--- config.mk ---
export PLATFORM = sky130hd
export DESIGN_NAME = pixel_clip_fifo
export DESIGN_NICKNAME = d
export VERILOG_FILES = /design/src/rtl/pixel_clip_fifo.sv
export SDC_FILE = /design/constraint.sdc
export NUM_CORES = 1
export LEC_CHECK = 0
export BUFFER_PORTS_ARGS = -buffer_cell sky130_fd_sc_hd__buf_4
export CAP_MARGIN = 20
export CELL_PAD_IN_SITES_DETAIL_PLACEMENT = 1
export CELL_PAD_IN_SITES_GLOBAL_PLACEMENT = 2
export CORE_MARGIN = 2
export CORE_UTILIZATION = 41
export DETAILED_ROUTE_END_ITERATION = 12
export PLACE_DENSITY = 0.76
export SLEW_MARGIN = 20
export SYNTH_ARGS = -nofsm -noshare
export SYNTH_HDL_FRONTEND = slang
export SYNTH_SLANG_ARGS = --single-unit
--- constraint.sdc ---
create_clock -name CLOCK_50 -period 2.4 [get_ports CLOCK_50]
set_input_delay 0.48 -clock CLOCK_50 [delete_from_list [all_inputs] [get_ports CLOCK_50]]
set_output_delay 0.48 -clock CLOCK_50 [all_outputs]
set_load 0.02 [all_outputs]
--- src/rtl/pixel_clip_fifo.sv ---
// Screen-clip filter and small pixel FIFO between the circle engine and the VGA write port.
// Off-screen pixels are counted and dropped; on-screen pixels queue and drain on vga_ready.
module pixel_clip_fifo #(
  parameter int SCREEN_W = 160,
  parameter int SCREEN_H = 120,
  parameter int DEPTH    = 8,
  parameter int AW       = 3
) (
  input  logic        CLOCK_50,
  input  logic        resetn,
  input  logic [8:0]  in_x,
  input  logic [7:0]  in_y,
  input  logic [2:0]  in_colour,
  input  logic        in_plot,
  output logic        full,
  input  logic        vga_ready,
  output logic [7:0]  vga_x,
  output logic [6:0]  vga_y,
  output logic [2:0]  vga_colour,
  output logic        vga_plot,
  output logic [15:0] clip_count,
  output logic        overflow
);

  localparam logic [8:0]  X_LIM    = 9'(SCREEN_W);
  localparam logic [7:0]  Y_LIM    = 8'(SCREEN_H);
  localparam logic [AW:0] FULL_CNT = (AW+1)'(DEPTH);

  typedef struct packed {
    logic [7:0] x;
    logic [6:0] y;
    logic [2:0] c;
  } pix_t;

  pix_t          mem_q [DEPTH];
  logic [AW-1:0] wptr_q, wptr_d;
  logic [AW-1:0] rptr_q, rptr_d;
  logic [AW:0]   count_q, count_d;
  logic          full_q, full_d;
  logic [15:0]   clip_q, clip_d;
  logic          ovf_q, ovf_d;
  pix_t          last_q, last_d;

  logic x_on, y_on, on_screen;
  logic not_empty, push, pop;
  pix_t head, wr_pix, shown;

  // A set sign bit rejects negatives before the magnitude compare.
  always_comb begin
    x_on      = !in_x[8] && (in_x < X_LIM);
    y_on      = !in_y[7] && (in_y < Y_LIM);
    on_screen = x_on && y_on;
    wr_pix    = '{x: in_x[7:0], y: in_y[6:0], c: in_colour};
  end

  always_comb begin
    not_empty = (count_q != '0);
    head      = mem_q[rptr_q];
    pop       = not_empty && vga_ready;
    push      = in_plot && on_screen && !full_q;
  end

  always_comb begin
    wptr_d  = wptr_q + AW'(push);
    rptr_d  = rptr_q + AW'(pop);
    count_d = count_q + (AW+1)'(push) - (AW+1)'(pop);
    full_d  = (count_d == FULL_CNT);
    clip_d  = clip_q;
    if (in_plot && !on_screen && (clip_q != 16'hFFFF)) clip_d = clip_q + 16'd1;
    ovf_d   = ovf_q | (in_plot && on_screen && full_q);
    // Remembers the head so the data outputs hold once the queue drains.
    last_d  = not_empty ? head : last_q;
  end

  always_ff @(posedge CLOCK_50 or negedge resetn) begin
    if (!resetn) begin
      wptr_q  <= '0;
      rptr_q  <= '0;
      count_q <= '0;
      full_q  <= 1'b0;
      clip_q  <= '0;
      ovf_q   <= 1'b0;
      last_q  <= '0;
    end else begin
      wptr_q  <= wptr_d;
      rptr_q  <= rptr_d;
      count_q <= count_d;
      full_q  <= full_d;
      clip_q  <= clip_d;
      ovf_q   <= ovf_d;
      last_q  <= last_d;
    end
  end

  // Storage needs no reset: an entry is only read after it has been written.
  always_ff @(posedge CLOCK_50) begin
    if (push) mem_q[wptr_q] <= wr_pix;
  end

  always_comb begin
    shown      = not_empty ? head : last_q;
    vga_x      = shown.x;
    vga_y      = shown.y;
    vga_colour = shown.c;
    vga_plot   = pop;
    full       = full_q;
    clip_count = clip_q;
    overflow   = ovf_q;
  end

endmodule

### Yosys cells after proc, flatten, opt, wreduce, memory -nomap -nowiden

Memories as Yosys holds them, arrays and structs flattened.
Index checks and enable logic that the tools add are counted.

| storage, ports and cells | value |
|---|---|
| bits in registers | 46 |
| memory bits (writable) | 144 |
| bits of input ports | 24 |
| output and inout port bits | 37 |
| logic and storage cells | 37 |
| memories kept | 1 |

| operators by class | value |
|---|---|
| add/sub/neg operators | 5 |
| $lt $le $gt $ge | 2 |
| equality and inequality tests | 2 |
| muxes and demuxes | 3 |
| bitwise gates (word level) | 1 |
| reduce and logical (&&, ||, !) cells | 14 |

Memory list:

| memory | depth | bits a word | rd ports | clocked after memory_dff | wr ports | line | RTL |
|---|---|---|---|---|---|---|---|
| mem_q | 8 | 18 | 1 | 0 | 1 | 35 | `pix_t mem_q [DEPTH];` |

Operator list:

| cell | number |
|---|---|
| $mux W18 | 1 |
| $add A16 B1 Y16 const B | 1 |
| $ne A16 B16 Y1 const B | 1 |
| $logic_and A1 B1 Y1 | 9 |
| $lt A9 B8 Y1 const B | 1 |
| $lt A8 B7 Y1 const B | 1 |
| $add A3 B1 Y3 | 2 |
| $add A4 B1 Y4 | 1 |
| $eq A4 B4 Y1 const B | 1 |
| $logic_not A1 Y1 | 4 |
| $reduce_bool A4 Y1 | 1 |
| $sub A4 B1 Y4 | 1 |
| $mux W1 | 2 |
| $or A1 B1 Y1 | 1 |

### Depth between registers and ports, before layout

Gate-level depths: netlist of run 1.

| logic depth | value |
|---|---|
| word-level depth | 8 |
| gate-level depth with buffers | 11 |
| gate-level depth less buffers | 11 |

### Least setup slack after synthesis of run 1

No wires, ideal clock.

| timing path | value |
|---|---|
| kind | in2reg |
| start point | input in_x[8] |
| end point | memory mem_q[0][0] (netlist name), enable pin |
| setup time | 416 ps |
| arrival time | 2,529 ps |
| data required time | 1,984 ps |
| setup slack | -545 ps |
| stages | 4 |
| path buffers | 0 |
| cell sequence | or3b_1 nor4_4 nand2b_1 nor3_1 |

| on the way | value |
|---|---|
| word-level cells in the longest chain between the ends | 7 |
| elaborated cells between the ends (all ways) | 8 |
| those cells by class | order compare: 1; mux: 2; reduce/logical: 5 |

RTL lines:

| item | line | RTL |
|---|---|---|
| from (decl) | 11 | `input logic [8:0] in_x,` |
| $lt A9 B8 Y1 / $logic_not A1 Y1 (equally long branches) | 50 | `x_on = !in_x[8] && (in_x < X_LIM);` |
| $logic_and A1 B1 Y1 * | 50 |  |
| $logic_and A1 B1 Y1 * | 52 | `on_screen = x_on && y_on;` |
| $logic_and A1 B1 Y1 * (2 in series) | 60 | `push = in_plot && on_screen && !full_q;` |
| $mux W1 * | 97 | `if (push) mem_q[wptr_q] <= wr_pix;` |
| $mux W1 (not written as such) * | 97 |  |
| to (decl) | 35 |  |

Every way passes the cells marked *; elsewhere a longest branch is shown, timed or not.

### Worst setup path after layout of run 1

| timing path | value |
|---|---|
| start point | register rptr_q[0] |
| end point | output vga_y[2] |

| on the way | value |
|---|---|
| word-level cells in the longest chain between the ends | 2 |

RTL lines:

| item | line | RTL |
|---|---|---|
| from (decl) | 37 | `logic [AW-1:0] rptr_q, rptr_d;` |
| from (signal assigned) | 86 | `rptr_q <= rptr_d;` |
| $mem_v2 Z8 W18 | n/a |  |
| $mux W18 | 101 | `shown = not_empty ? head : last_q;` |
| to (decl) | 18 | `output logic [6:0] vga_y,` |

Every way passes these cells.

==> results of run 1 <==
==> kinds of logic (layout without fill, tap and decap cells) <==
logic type                 Yosys count  count (layout)  share of synthesized area (%)
AOI/OAI and AO/OA                   24              24                          2.042
xor gates and xnor gates            18              18                          2.109
adders and majority gates           11              11                          1.941
buffers and inverters               24             154                          1.556
DFF                                190             190                          73.24
muxes                               55              55                          13.46
and+or+nand+nor                     73              73                          5.657
==> critical path, cell delays in order (launching register included) <==
cell and delay [ns]:
sky130_fd_sc_hd__dfrtp_2 0.42, sky130_fd_sc_hd__buf_4 0.14, sky130_fd_sc_hd__buf_12 0.14, sky130_fd_sc_hd__mux4_2 0.53, sky130_fd_sc_hd__mux2i_4 0.19, sky130_fd_sc_hd__o21ai_2 0.10
sky130_fd_sc_hd__buf_6 0.14
==> layer usage <==
| metal | vias to the layer above | part of all wire (%) | track usage [%] |
|---|---|---|---|
| met5 | - | 0 | 0 |
| met4 | 0 | 1.5 | 5.423 |
| met3 | 17 | 3.7 | 4.144 |
| met2 | 90 | 52 | 30.15 |
| met1 | 2071 | 43 | 23.02 |
| li1 | 1793 | - | - |
==> sequential cells by signal, indices dropped and copies added, names as in the netlist <==
name	cells
full	1
clip_count	16
count_q	4
mem_q	144
last_q	18
rptr_q	3
overflow	1
wptr_q	3
==> power groups by stage <==
| stage | clock network (W) | registers (W) | logic, W |
|---|---|---|---|
| after global routing | 0.00284 | 0.00425 | 0.00420 |
| after global placement | 0 | 0.00425 | 0.00332 |
| after detailed placement | 0 | 0.00427 | 0.00343 |
| final | 0.00265 | 0.00420 | 0.00391 |
| after CTS | 0.00271 | 0.00421 | 0.00388 |
| after floorplan | 0 | 0.00429 | 0.00211 |
==> layout by cell type, fill, tap and decap left out, drive strengths merged, types with 2 or more instances in the layout <==
| cell type | synthesis | final |
|---|---|---|
| a21o | 2 | 2 |
| xnor2 | 3 | 3 |
| nand2b | 4 | 4 |
| ha | 10 | 10 |
| mux2i | 18 | 18 |
| nor4b | 2 | 2 |
| and3 | 2 | 2 |
| clkinvlp | 0 | 2 |
| and4 | 2 | 2 |
| nor3b | 3 | 3 |
| dfrtp | 46 | 46 |
| edfxtp | 144 | 144 |
| clkinv | 0 | 5 |
| clkbuf | 4 | 18 |
| inv | 10 | 17 |
| o21a | 2 | 2 |
| nor2 | 8 | 8 |
| o21ai | 18 | 18 |
| mux4 | 36 | 36 |
| nand4 | 5 | 5 |
| buf | 10 | 112 |
| nand2 | 23 | 23 |
| nor4 | 10 | 10 |
| nor3 | 7 | 7 |
| xor2 | 15 | 15 |
| nand3 | 4 | 4 |
==> worst paths after layout <==
| path | endpoint | from | cells past startpoint |
|---|---|---|---|
| max in group asynchronous | rptr_q[0]$_DFF_PN0_ | resetn | 1 |
| setup / recovery | vga_y[2] | rptr_q[0]$_DFF_PN0_ | 6 |
| setup reg to reg | full$_DFF_PN0_ | count_q[2]$_DFF_PN0_ | 11 |
| min in group CLOCK_50 | mem_q[4][6]$_DFFE_PP_ | in_y[3] | 1 |
| hold reg to reg | overflow$_DFF_PN0_ | overflow$_DFF_PN0_ | 1 |
| hold / removal | last_q[6]$_DFF_PN0_ | resetn | 1 |
==> final cells by class <==
type | instances | share of cell area (%)
sequential | 190 | 58.83
multi-input combinational | 181 | 21.38
timing repair buffer | 112 | 10.30
clock buffer | 18 | 4.610
tap | 229 | 3.078
clock inverter | 14 | 1.398
inverter | 10 | 0.4032
==> per-stage QoR <==
step / instance area, um^2 / power [W] / instances / setup slack [ns] / hold slack (ns)
6_report: 9309 / 0.01076 / 754 / -0.1575 / 0.07721
5_1_grt: 9309 / 0.01129 / 754 / -0.2323 / 0.1149
4_1_cts: 9258 / 0.01079 / 751 / -0.2065 / 0.09073
3_5_place_dp: 8528 / 0.007700 / 711 / -0.4186 / 0.4582
3_3_place_gp: 8528 / 0.007571 / 711 / -0.3046 / 0.4661
2_1_floorplan: 7517 / 0.006402 / 395 / -0.1487 / 0.1844
==> what timing repair did <==
| action | in CTS | in global routing |
|---|---|---|
| endpoints found under the setup margin | 19 | 20 |
| pin swaps | 3 | 5 |
| endpoints found under the hold margin | 0 | 0 |
| gates resized for setup | 25 | 10 |
| gates cloned | 3 | 0 |
| buffers inserted | 5 | 3 |
==> load_flow_metrics.sql, run 1 <==
INSERT INTO impl_metrics (metric_group, metric, value, unit) VALUES
('outcome', 'violated_checks', 'setup timing', ''),
('global_routing', 'grt.total_usage', '17.79', '%'),
('power_and_ir_drop', 'p_clk_share', '24.6', '%'),
('synth', 'netlist.top_cell.by_area', 'sky130_fd_sc_hd__edfxtp_1', ''),
('synth', 'post_synthesis_sequential_element_count', '190', ''),
('sta', 'setup_total_negative_slack', '-2.291', 'ns'),
('final_layout', 'multi_input_area', '1991', 'um^2'),
('critical_path', 'reg2reg_slack', '0.01', 'ns'),
('final_layout', 'fin_nets', '547', ''),
('synth', 'synth.cells.most_frequent', 'sky130_fd_sc_hd__edfxtp_1, sky130_fd_sc_hd__dfrtp_1, sky130_fd_sc_hd__mux4_2', ''),
('synth', 'synth_seq_area_share', '73.24', '%'),
('floorplanning', 'dieHeight', '139.0', 'um'),
('synth', 'synth-main-ff-cell', 'sky130_fd_sc_hd__edfxtp_1', ''),
('floorplanning', 'design.die.area', '19330', 'um^2'),
('route', 'viasPerCell', '5.267', ''),
('final_layout', 'n_fill_cell', '1666', ''),
('synth', 'syn_area_per_cell', '18.93', 'um^2'),
('power_and_ir_drop', 'cellInternalPower', '0.007255', 'W'),
('power_and_ir_drop', 'cellPowerDensity', '1155', 'nW/um^2'),
('route', 'drc_violations', '0', ''),
('outcome', 'status', 'finished, violations left', ''),
('synth', 'postSynthCellCount', '395', ''),
('synth', 'synth-edff-count', '144', ''),
('synth', 'post_synth_main_area_contributors', 'sky130_fd_sc_hd__edfxtp_1, sky130_fd_sc_hd__dfrtp_1, sky130_fd_sc_hd__mux4_2', ''),
('sta', 'clock_skew', '0.006581', 'ns'),
('sta', 'fmax', '391.0', 'MHz'),
('synth', 'synthDistinctLibCells', '37', ''),
('critical_path', 'timing_worst_setup_path_type', 'reg2out', ''),
('critical_path', 'biggest_fanout_along_the_worst_timing_path', '8', ''),
('clocking', 'cts_sinks', '190', ''),
('clocking', 'tritoncts.num_buffers', '17', ''),
('floorplanning', 'top_level_ports', '61', ''),
('sta', 'report.final.hold_viol_count', '0', ''),
('sta', 'count_of_pins_over_their_slew_limit', '0', ''),
('clocking', 'clock_tree.root_cell', 'sky130_fd_sc_hd__clkbuf_16', ''),
('sta', 'worstMarginPinSlew', '0.6436', 'ns'),
('route', 'drt_pre_antenna_iters', '4', ''),
('route', 'avgRoutedWirePerCell', '21.41', 'um'),
('power_and_ir_drop', 'net-switching-power', '0.003500', 'W'),
('floorplanning', 'rows', '49', ''),
('critical_path', 'worst_ep_arrival_time', '2.08', 'ns'),
('final_layout', 'drive_gt1_share', '40.00', '%'),
('global_routing', 'grt_first_pass_wirelength', '25770', 'um'),
('final_layout', 'regArea', '5477', 'um^2'),
('flow_run', 'max_cap_violations', '0', ''),
('synth', 'yosysMostFrequentCell', 'sky130_fd_sc_hd__edfxtp_1', ''),
('clocking', 'clk_transition_reported_paths', '0.07', 'ns'),
('floorplanning', 'chipWidth', '139.0', 'um'),
('critical_path', 'cp_data_required_time', '1.92', 'ns'),
('sta', 'final_min_period_over_clock_period', '106.6', '%'),
('power_and_ir_drop', 'power.combinational.fraction', '36.3', '%'),
('route', 'dr_total_vias', '3971', ''),
('clocking', 'ctsHoldBuffers', '0', ''),
('clocking', 'cts_max_path_buffers', '2', ''),
('synth', 'synth_fp_nets', '430', ''),
('route', 'detail_route.iter0.violations', '205', ''),
('global_routing', 'antenna_found_initial', '0', ''),
('global_routing', 'grt_pass1_vias', '4427', ''),
('placement', 'port_buffers', '60', ''),
('sta', 'unrepaired_setup_endpoints_after_global_routing', 'true', ''),
('sta', 'setup_viol', '18', ''),
('clocking', 'clock_latency', '0.42', 'ns'),
('sta', 'setup_ws', '-0.1575', 'ns'),
('final_layout', 'finish.utilization', '52.00', '%'),
('sta', 'final.min_clock_period', '2.558', 'ns'),
('power_and_ir_drop', 'leakage', '3.437', 'nW'),
('synth', 'synth_area', '7476', 'um^2'),
('global_routing', 'grt_overflow', '0', ''),
('power_and_ir_drop', 'p_seq_share', '39.0', '%'),
('route', 'drt.antenna.violating_nets', '0', ''),
('final_layout', 'antennaDiodeCount', '0', '');
Note: power is estimated with default switching activity, not from simulation.
==> run 2: changes to the inputs <==
--- a/config.mk
+++ b/config.mk
@@ -12,6 +12,7 @@
 export CORE_MARGIN = 2
 export CORE_UTILIZATION = 41
 export DETAILED_ROUTE_END_ITERATION = 12
+export GPL_TIMING_DRIVEN = 0
 export PLACE_DENSITY = 0.76
 export SLEW_MARGIN = 20
 export SYNTH_ARGS = -nofsm -noshare
==> constraint.sdc (replaced) <==
create_clock -name CLOCK_50 -period 2.4 [get_ports CLOCK_50]
set_input_delay 0.36 -clock CLOCK_50 [delete_from_list [all_inputs] [get_ports CLOCK_50]]
set_output_delay 0.36 -clock CLOCK_50 [all_outputs]
set_load 0.02 [all_outputs]
==> load_flow_metrics.sql, run 2 (synthesis gave the netlist of run 1 again) <==
INSERT INTO impl_metrics (metric_group, metric, value, unit) VALUES
('clocking', 'clock_tree.root_cell', 'sky130_fd_sc_hd__clkbuf_16', ''),
('floorplanning', 'top_level_ports', '61', ''),
('flow_run', 'max_cap_violations', '0', ''),
('placement', 'routabilityCongestion', '0.7363', ''),
('final_layout', 'fin_area', '9394', 'um^2'),
('floorplanning', 'chipWidth', '139.0', 'um'),
('route', 'routed_wirelength', '17550', 'um'),
('global_routing', 'grt_first_pass_wirelength', '26280', 'um'),
('final_layout', 'largest_register_ffs', '144', ''),
('route', 'drt.antenna.violating_nets', '0', ''),
('route', 'detail_route.iter0.violations', '307', ''),
('outcome', 'violated_checks', 'setup timing', ''),
('floorplanning', 'design.die.area', '19330', 'um^2'),
('global_routing', 'antenna_found_initial', '0', ''),
('critical_path', 'cp_data_required_time', '2.04', 'ns'),
('floorplanning', 'rows', '49', ''),
('final_layout', 'layout_commonest_cell', 'sky130_fd_sc_hd__edfxtp_1', ''),
('critical_path', 'timing_worst_setup_path_type', 'reg2out', ''),
('final_layout', 'n_fill_cell', '1663', ''),
('global_routing', 'maximum_number_of_pins_on_one_net_before_global_route_repair', '47', ''),
('sta', 'worstMarginPinSlew', '0.7767', 'ns'),
('global_routing', 'grt_pass1_vias', '4372', ''),
('critical_path', 'biggest_fanout_along_the_worst_timing_path', '5', ''),
('floorplanning', 'dieHeight', '139.0', 'um'),
('route', 'drt_pre_antenna_iters', '4', ''),
('clocking', 'clock_latency', '0.44', 'ns'),
('critical_path', 'worst_setup_path_start_kind', 'register', ''),
('placement', 'dp_hpwl', '10150', 'um'),
('placement', 'port_buffers', '60', ''),
('min_path', 'min_path_type', 'in2reg', ''),
('final_layout', 'drive_gt1_share', '41.41', '%'),
('final_layout', 'multi_input_area', '2106', 'um^2'),
('outcome', 'status', 'finished, violations left', ''),
('clocking', 'cts-htree-levels', '4', ''),
('route', 'viasPerCell', '5.452', ''),
('placement', 'place_area', '8351', 'um^2'),
('final_layout', 'layout.cells.most_common_list', 'sky130_fd_sc_hd__edfxtp_1, sky130_fd_sc_hd__buf_4, sky130_fd_sc_hd__dfrtp_1, sky130_fd_sc_hd__mux4_2, sky130_fd_sc_hd__nand2_1', ''),
('sta', 'fmax', '394.6', 'MHz'),
('critical_path', 'reg2reg_slack', '0.05', 'ns'),
('sta', 'clock_skew', '0.01639', 'ns'),
('final_layout', 'regArea', '5478', 'um^2'),
('clocking', 'tritoncts.num_buffers', '17', ''),
('floorplanning', 'start_util', '41.76', '%'),
('route', 'avgRoutedWirePerCell', '23.68', 'um'),
('sta', 'worst_slew_margin_rel', '48.10', '%'),
('clocking', 'clk_transition_reported_paths', '0.07', 'ns'),
('final_layout', 'antennaDiodeCount', '0', ''),
('sta', 'unrepaired_setup_endpoints_after_global_routing', 'true', ''),
('clocking', 'cts_sinks', '190', ''),
('final_layout', 'fin_nets', '534', ''),
('power_and_ir_drop', 'cellPowerDensity', '1224', 'nW/um^2'),
('sta', 'setup_total_negative_slack', '-1.299', 'ns'),
('global_routing', 'grt_overflow', '0', ''),
('critical_path', 'cp-end-kind', 'primary output', ''),
('power_and_ir_drop', 'worst_ir_drop_vdd', '0.6725', 'mV'),
('sta', 'setup_viol', '18', ''),
('route', 'dr_total_vias', '4040', ''),
('floorplanning', 'core-area', '17900', 'um^2'),
('sta', 'setup_ws', '-0.1344', 'ns'),
('sta', 'final.min_clock_period', '2.534', 'ns'),
('clocking', 'cts_tree', 'yes', ''),
('sta', 'count_of_pins_over_their_slew_limit', '0', ''),
('final_layout', 'largest-register', 'mem_q', ''),
('final_layout', 'synthesis_to_finish_area_growth', '25.66', '%'),
('route', 'drc_violations', '0', ''),
('power_and_ir_drop', 'leakage', '3.423', 'nW'),
('sta', 'final_min_period_over_clock_period', '105.6', '%'),
('critical_path', 'worst_ep_arrival_time', '2.17', 'ns'),
('sta', 'report.final.hold_viol_count', '0', ''),
('clocking', 'cts_max_path_buffers', '2', ''),
('sta', 'post_route_worst_hold_slack', '0.1535', 'ns'),
('global_routing', 'grt.total_usage', '18.51', '%');
-- run 2: what timing repair did --
| action | 4_1_cts | 5_1_grt |
|---|---|---|
| endpoints found under the setup margin | 22 | 19 |
| cloned | 2 | 2 |
| resized for setup | 47 | 38 |
| hold buffers | 1 | 0 |
| buffers inserted | 11 | 8 |
| hold endpoints to repair | 10 | 0 |
| pin swaps | 2 | 11 |
-- run 2: area by class of cell --
cell class,count,share of cell area [%]
Timing Repair Buffer,86,7.978
Clock inverter,12,1.425
Clock buffer,20,4.861
Tap cell,229,3.050
Inverter,10,0.3996
Sequential cell,190,58.31
Multi-Input combinational cell,181,22.42
Buffer,13,1.558
-- run 2: worst paths after layout --
check / to / from / cells after the start
setup reg to reg: full$_DFF_PN0_ / count_q[2]$_DFF_PN0_ / 12
setup / recovery: vga_y[3] / rptr_q[0]$_DFF_PN0_ / 6
hold / removal: mem_q[1][4]$_DFFE_PP_ / in_y[1] / 1
hold reg to reg: overflow$_DFF_PN0_ / overflow$_DFF_PN0_ / 1
min in group asynchronous: last_q[10]$_DFF_PN0_ / resetn / 2
max in group asynchronous: rptr_q[0]$_DFF_PN0_ / resetn / 2
-- run 2: per-stage QoR --
| stage | instances | total power, W | util, % | setup WS, ns |
|---|---|---|---|---|
| 2_1_floorplan | 395 | 0.006407 | - | -0.02871 |
| 3_3_place_gp | 684 | 0.007534 | 46.07 | -1.033 |
| 3_5_place_dp | 688 | 0.007709 | 46.65 | -0.3920 |
| 4_1_cts | 733 | 0.01108 | 51.36 | -0.1383 |
| 5_1_grt | 741 | 0.01199 | 52.47 | -0.1882 |
| 6_report | 741 | 0.01150 | 52.47 | -0.1344 |
-- run 2: critical path: stages, from the launching register on --
cell and delay [ns]:
sky130_fd_sc_hd__dfrtp_2 0.43, sky130_fd_sc_hd__buf_12 0.15, sky130_fd_sc_hd__buf_12 0.13, sky130_fd_sc_hd__mux4_2 0.51, sky130_fd_sc_hd__mux2i_2 0.23, sky130_fd_sc_hd__o21ai_2 0.13
sky130_fd_sc_hd__buf_6 0.15
-- run 2: power by group --
group / internal (W) / total, W / leakage, nW / switching (W)
registers: 0.00394 / 0.00427 / 1.84 / 0.000325
clock network: 0.00160 / 0.00285 / 0.287 / 0.00125
logic: 0.00221 / 0.00438 / 1.29 / 0.00217
total: 0.00775 / 0.0115 / 3.42 / 0.00375
-- run 2: per-layer routing --
layer  vias to the layer above  part of all wire, %  global-route usage (%)
li1                       1769                    -                       -
met1                      2136                   41                   23.61
met2                       116                   53                   31.42
met3                        19                  4.7                   3.867
met4                         0                  1.5                   6.964
met5                         -                    0                       0
==> run 3: changes to the inputs <==
--- a/config.mk
+++ b/config.mk
@@ -7,10 +7,10 @@
 export LEC_CHECK = 0
 export BUFFER_PORTS_ARGS = -buffer_cell sky130_fd_sc_hd__buf_4
 export CAP_MARGIN = 20
-export CELL_PAD_IN_SITES_DETAIL_PLACEMENT = 1
-export CELL_PAD_IN_SITES_GLOBAL_PLACEMENT = 2
+export CELL_PAD_IN_SITES_DETAIL_PLACEMENT = 0
+export CELL_PAD_IN_SITES_GLOBAL_PLACEMENT = 1
 export CORE_MARGIN = 2
-export CORE_UTILIZATION = 41
+export CORE_UTILIZATION = 46
 export DETAILED_ROUTE_END_ITERATION = 12
 export GPL_TIMING_DRIVEN = 0
 export PLACE_DENSITY = 0.76
==> load_flow_metrics.sql, run 3 (synthesis gave the netlist of run 1 again) <==
INSERT INTO impl_metrics (metric_group, metric, value, unit) VALUES
('final_layout', 'fin_nets', '530', ''),
('global_routing', 'grt_pass1_vias', '4043', ''),
('power_and_ir_drop', 'cellPowerDensity', '1188', 'nW/um^2'),
('critical_path', 'cp-end-kind', 'primary output', ''),
('power_and_ir_drop', 'switching_part_of_the_total_power', '31.84', '%'),
('power_and_ir_drop', 'cellInternalPower', '0.007534', 'W'),
('critical_path', 'worst_path_most_repeated_cell', 'sky130_fd_sc_hd__buf_12', ''),
('sta', 'setup_viol', '18', ''),
('route', 'drt_pre_antenna_iters', '4', ''),
('critical_path', 'cp_num_buf_inv', '3', ''),
('sta', 'worstMarginPinSlew', '0.7561', 'ns'),
('critical_path', 'timing_worst_setup_path_type', 'reg2out', ''),
('sta', 'report.final.hold_viol_count', '0', ''),
('final_layout', 'synthesis_to_finish_area_growth', '24.42', '%'),
('clocking', 'cts_max_path_buffers', '2', ''),
('placement', 'routabilityCongestion', '0.7991', ''),
('sta', 'worst_slew_margin_rel', '49.47', '%'),
('sta', 'setup_ws', '-0.09791', 'ns'),
('power_and_ir_drop', 'power.combinational.fraction', '37.5', '%'),
('critical_path', 'crit_path_max_incr_delay', '0.52', 'ns'),
('route', 'avgRoutedWirePerCell', '20.88', 'um'),
('final_layout', 'largest-register', 'mem_q', ''),
('floorplanning', 'core-area', '15890', 'um^2'),
('final_layout', 'layout.cells.most_common_list', 'sky130_fd_sc_hd__edfxtp_1, sky130_fd_sc_hd__buf_4, sky130_fd_sc_hd__dfrtp_1, sky130_fd_sc_hd__mux4_2, sky130_fd_sc_hd__nand2_1', ''),
('sta', 'final_min_period_over_clock_period', '104.1', '%'),
('placement', 'dp_hpwl', '8991', 'um'),
('power_and_ir_drop', 'p_clk_share', '24.1', '%'),
('sta', 'count_of_pins_over_their_slew_limit', '0', ''),
('critical_path', 'worst_ep_arrival_time', '2.14', 'ns'),
('global_routing', 'grt_first_pass_wirelength', '22830', 'um'),
('critical_path', 'crit_chain', 'buf_12 -> buf_12 -> mux4_2 -> mux2i_2 -> o21ai_2 -> buf_6', ''),
('global_routing', 'grt_overflow', '0', ''),
('final_layout', 'drive_gt1_share', '38.78', '%'),
('min_path', 'min_path_type', 'in2reg', ''),
('clocking', 'clock_tree.root_cell', 'sky130_fd_sc_hd__clkbuf_16', ''),
('final_layout', 'finish.utilization', '58.55', '%'),
('global_routing', 'antenna_found_initial', '0', ''),
('route', 'dr_total_vias', '3807', ''),
('floorplanning', 'design.die.area', '17290', 'um^2'),
('floorplanning', 'chipWidth', '131.5', 'um'),
('route', 'drt.antenna.violating_nets', '0', ''),
('route', 'routed_wirelength', '15120', 'um'),
('final_layout', 'n_fill_cell', '1211', ''),
('final_layout', 'layout_commonest_cell', 'sky130_fd_sc_hd__edfxtp_1', ''),
('power_and_ir_drop', 'worst_ir_drop_vdd', '0.7445', 'mV'),
('sta', 'final.min_clock_period', '2.498', 'ns'),
('sta', 'clock_skew', '0.008024', 'ns'),
('critical_path', 'slowest_stage', 'sky130_fd_sc_hd__mux4_2', ''),
('final_layout', 'antennaDiodeCount', '0', ''),
('global_routing', 'grt.total_usage', '17.88', '%'),
('floorplanning', 'dieHeight', '131.5', 'um'),
('critical_path', 'cp_top_family', 'multiplexers', ''),
('clocking', 'tritoncts.num_buffers', '17', ''),
('floorplanning', 'rows', '46', ''),
('route', 'drc_violations', '0', ''),
('final_layout', 'largest_register_ffs', '144', ''),
('clocking', 'cts-htree-levels', '4', ''),
('critical_path', 'worst_setup_path_start_kind', 'register', ''),
('critical_path', 'biggest_fanout_along_the_worst_timing_path', '8', ''),
('sta', 'unrepaired_setup_endpoints_after_global_routing', 'true', ''),
('outcome', 'status', 'finished, violations left', ''),
('power_and_ir_drop', 'net-switching-power', '0.003520', 'W'),
('floorplanning', 'start_util', '47.06', '%'),
('sta', 'fmax', '400.3', 'MHz'),
('clocking', 'clk_transition_reported_paths', '0.07', 'ns'),
('clocking', 'clock_latency', '0.42', 'ns'),
('outcome', 'violated_checks', 'setup timing', ''),
('clocking', 'cts_tree', 'yes', ''),
('power_and_ir_drop', 'power', '0.01105', 'W'),
('placement', 'port_buffers', '60', ''),
('route', 'viasPerCell', '5.258', ''),
('flow_run', 'max_cap_violations', '0', ''),
('global_routing', 'maximum_number_of_pins_on_one_net_before_global_route_repair', '47', ''),
('power_and_ir_drop', 'p_seq_share', '38.4', '%'),
('power_and_ir_drop', 'leakage', '3.383', 'nW'),
('route', 'detail_route.iter0.violations', '291', ''),
('critical_path', 'cp_data_required_time', '2.04', 'ns'),
('clocking', 'cts_sinks', '190', ''),
('floorplanning', 'top_level_ports', '61', '');
## run 3: changes by cell type in the layout (fill, tap and decap cells not counted), moves of 2 or more
cell and delta:
sky130_fd_sc_hd__clkinvlp_4 +2, sky130_fd_sc_hd__mux2i_1 +2, sky130_fd_sc_hd__buf_4 -2, sky130_fd_sc_hd__buf_6 -7, sky130_fd_sc_hd__o21ai_1 +5, sky130_fd_sc_hd__buf_16 +2, sky130_fd_sc_hd__o21ai_2 -4
## run 3: what timing repair did
item / CTS / global route
buffers inserted: 8 / 8
pin swaps: 4 / 10
gates cloned: 0 / 3
resized for setup: 44 / 20
hold buffers: 1 / 0
hold endpoints to repair: 46 / 0
setup endpoints to repair: 21 / 19
## run 3: layer usage
layer	global-route usage (%)	vias up	wire length [um]
li1	-	1751	-
met1	23.42	1958	6521
met2	29.35	86	7750
met3	4.630	12	621
met4	5.978	0	224
met5	0	-	0
## run 3: worst register-to-register path: cells and delay by family (launching register included)
| family | cells | cell delay, ns |
|---|---|---|
| and+or+nand+nor | 3 | 0.53 |
| DFF | 1 | 0.37 |
| adders and majority gates | 4 | 0.98 |
| buffers and inverters | 5 | 0.40 |
## run 3: layout make-up
cell class                 count  area, um^2  area share (%)
sequential                   190        5477           58.88
multi-input combinational    181        2062           22.17
timing repair buffer          82       750.7           8.071
clock buffer                  20       446.7           4.802
tap                          216       270.3           2.906
buffer                        13       143.9           1.547
clock inverter                12       113.9           1.224
inverter                      10       37.54          0.4036
## run 3: path summary, 6_finish.rpt
path                                      startpoint               endpoint  slack [ns]  cells after the start
worst max-delay path             rptr_q[0]$_DFF_PN0_               vga_y[3]        -0.1                      6
worst min-delay path                         in_y[1]  mem_q[2][4]$_DFFE_PP_        0.17                      1
worst max register to register  count_q[2]$_DFF_PN0_         full$_DFF_PN0_        0.04                     12
worst min register to register    overflow$_DFF_PN0_     overflow$_DFF_PN0_        0.48                      1
max in group asynchronous                     resetn    rptr_q[1]$_DFF_PN0_        1.43                      2
min in group asynchronous                     resetn   last_q[12]$_DFF_PN0_        0.51                      2
## run 3: stage by stage
stage | TNS, ns | worst slack (ns) | instances | hold slack (ns) | instance area (um^2)
after global routing | -2.505 | -0.1535 | 724 | 0.1459 | 9301
final | -0.8384 | -0.09791 | 724 | 0.1671 | 9301
after detailed placement | -21.68 | -0.3331 | 673 | 0.4391 | 8344
after floorplan | -0.02871 | -0.02871 | 395 | 0.06441 | 7511
after CTS | -1.133 | -0.08779 | 713 | 0.1468 | 9110
after global placement | -134.34 | -1.010 | 671 | 0.4303 | 8232
## run 3: power groups by stage
stage                     registers [W]  clock network [W]  logic (W)
after floorplan                 0.00430                  0    0.00211
after global placement          0.00423                  0    0.00327
after detailed placement        0.00426                  0    0.00337
after CTS                       0.00423            0.00272    0.00370
after global routing            0.00429            0.00285    0.00444
final                           0.00424            0.00266    0.00415
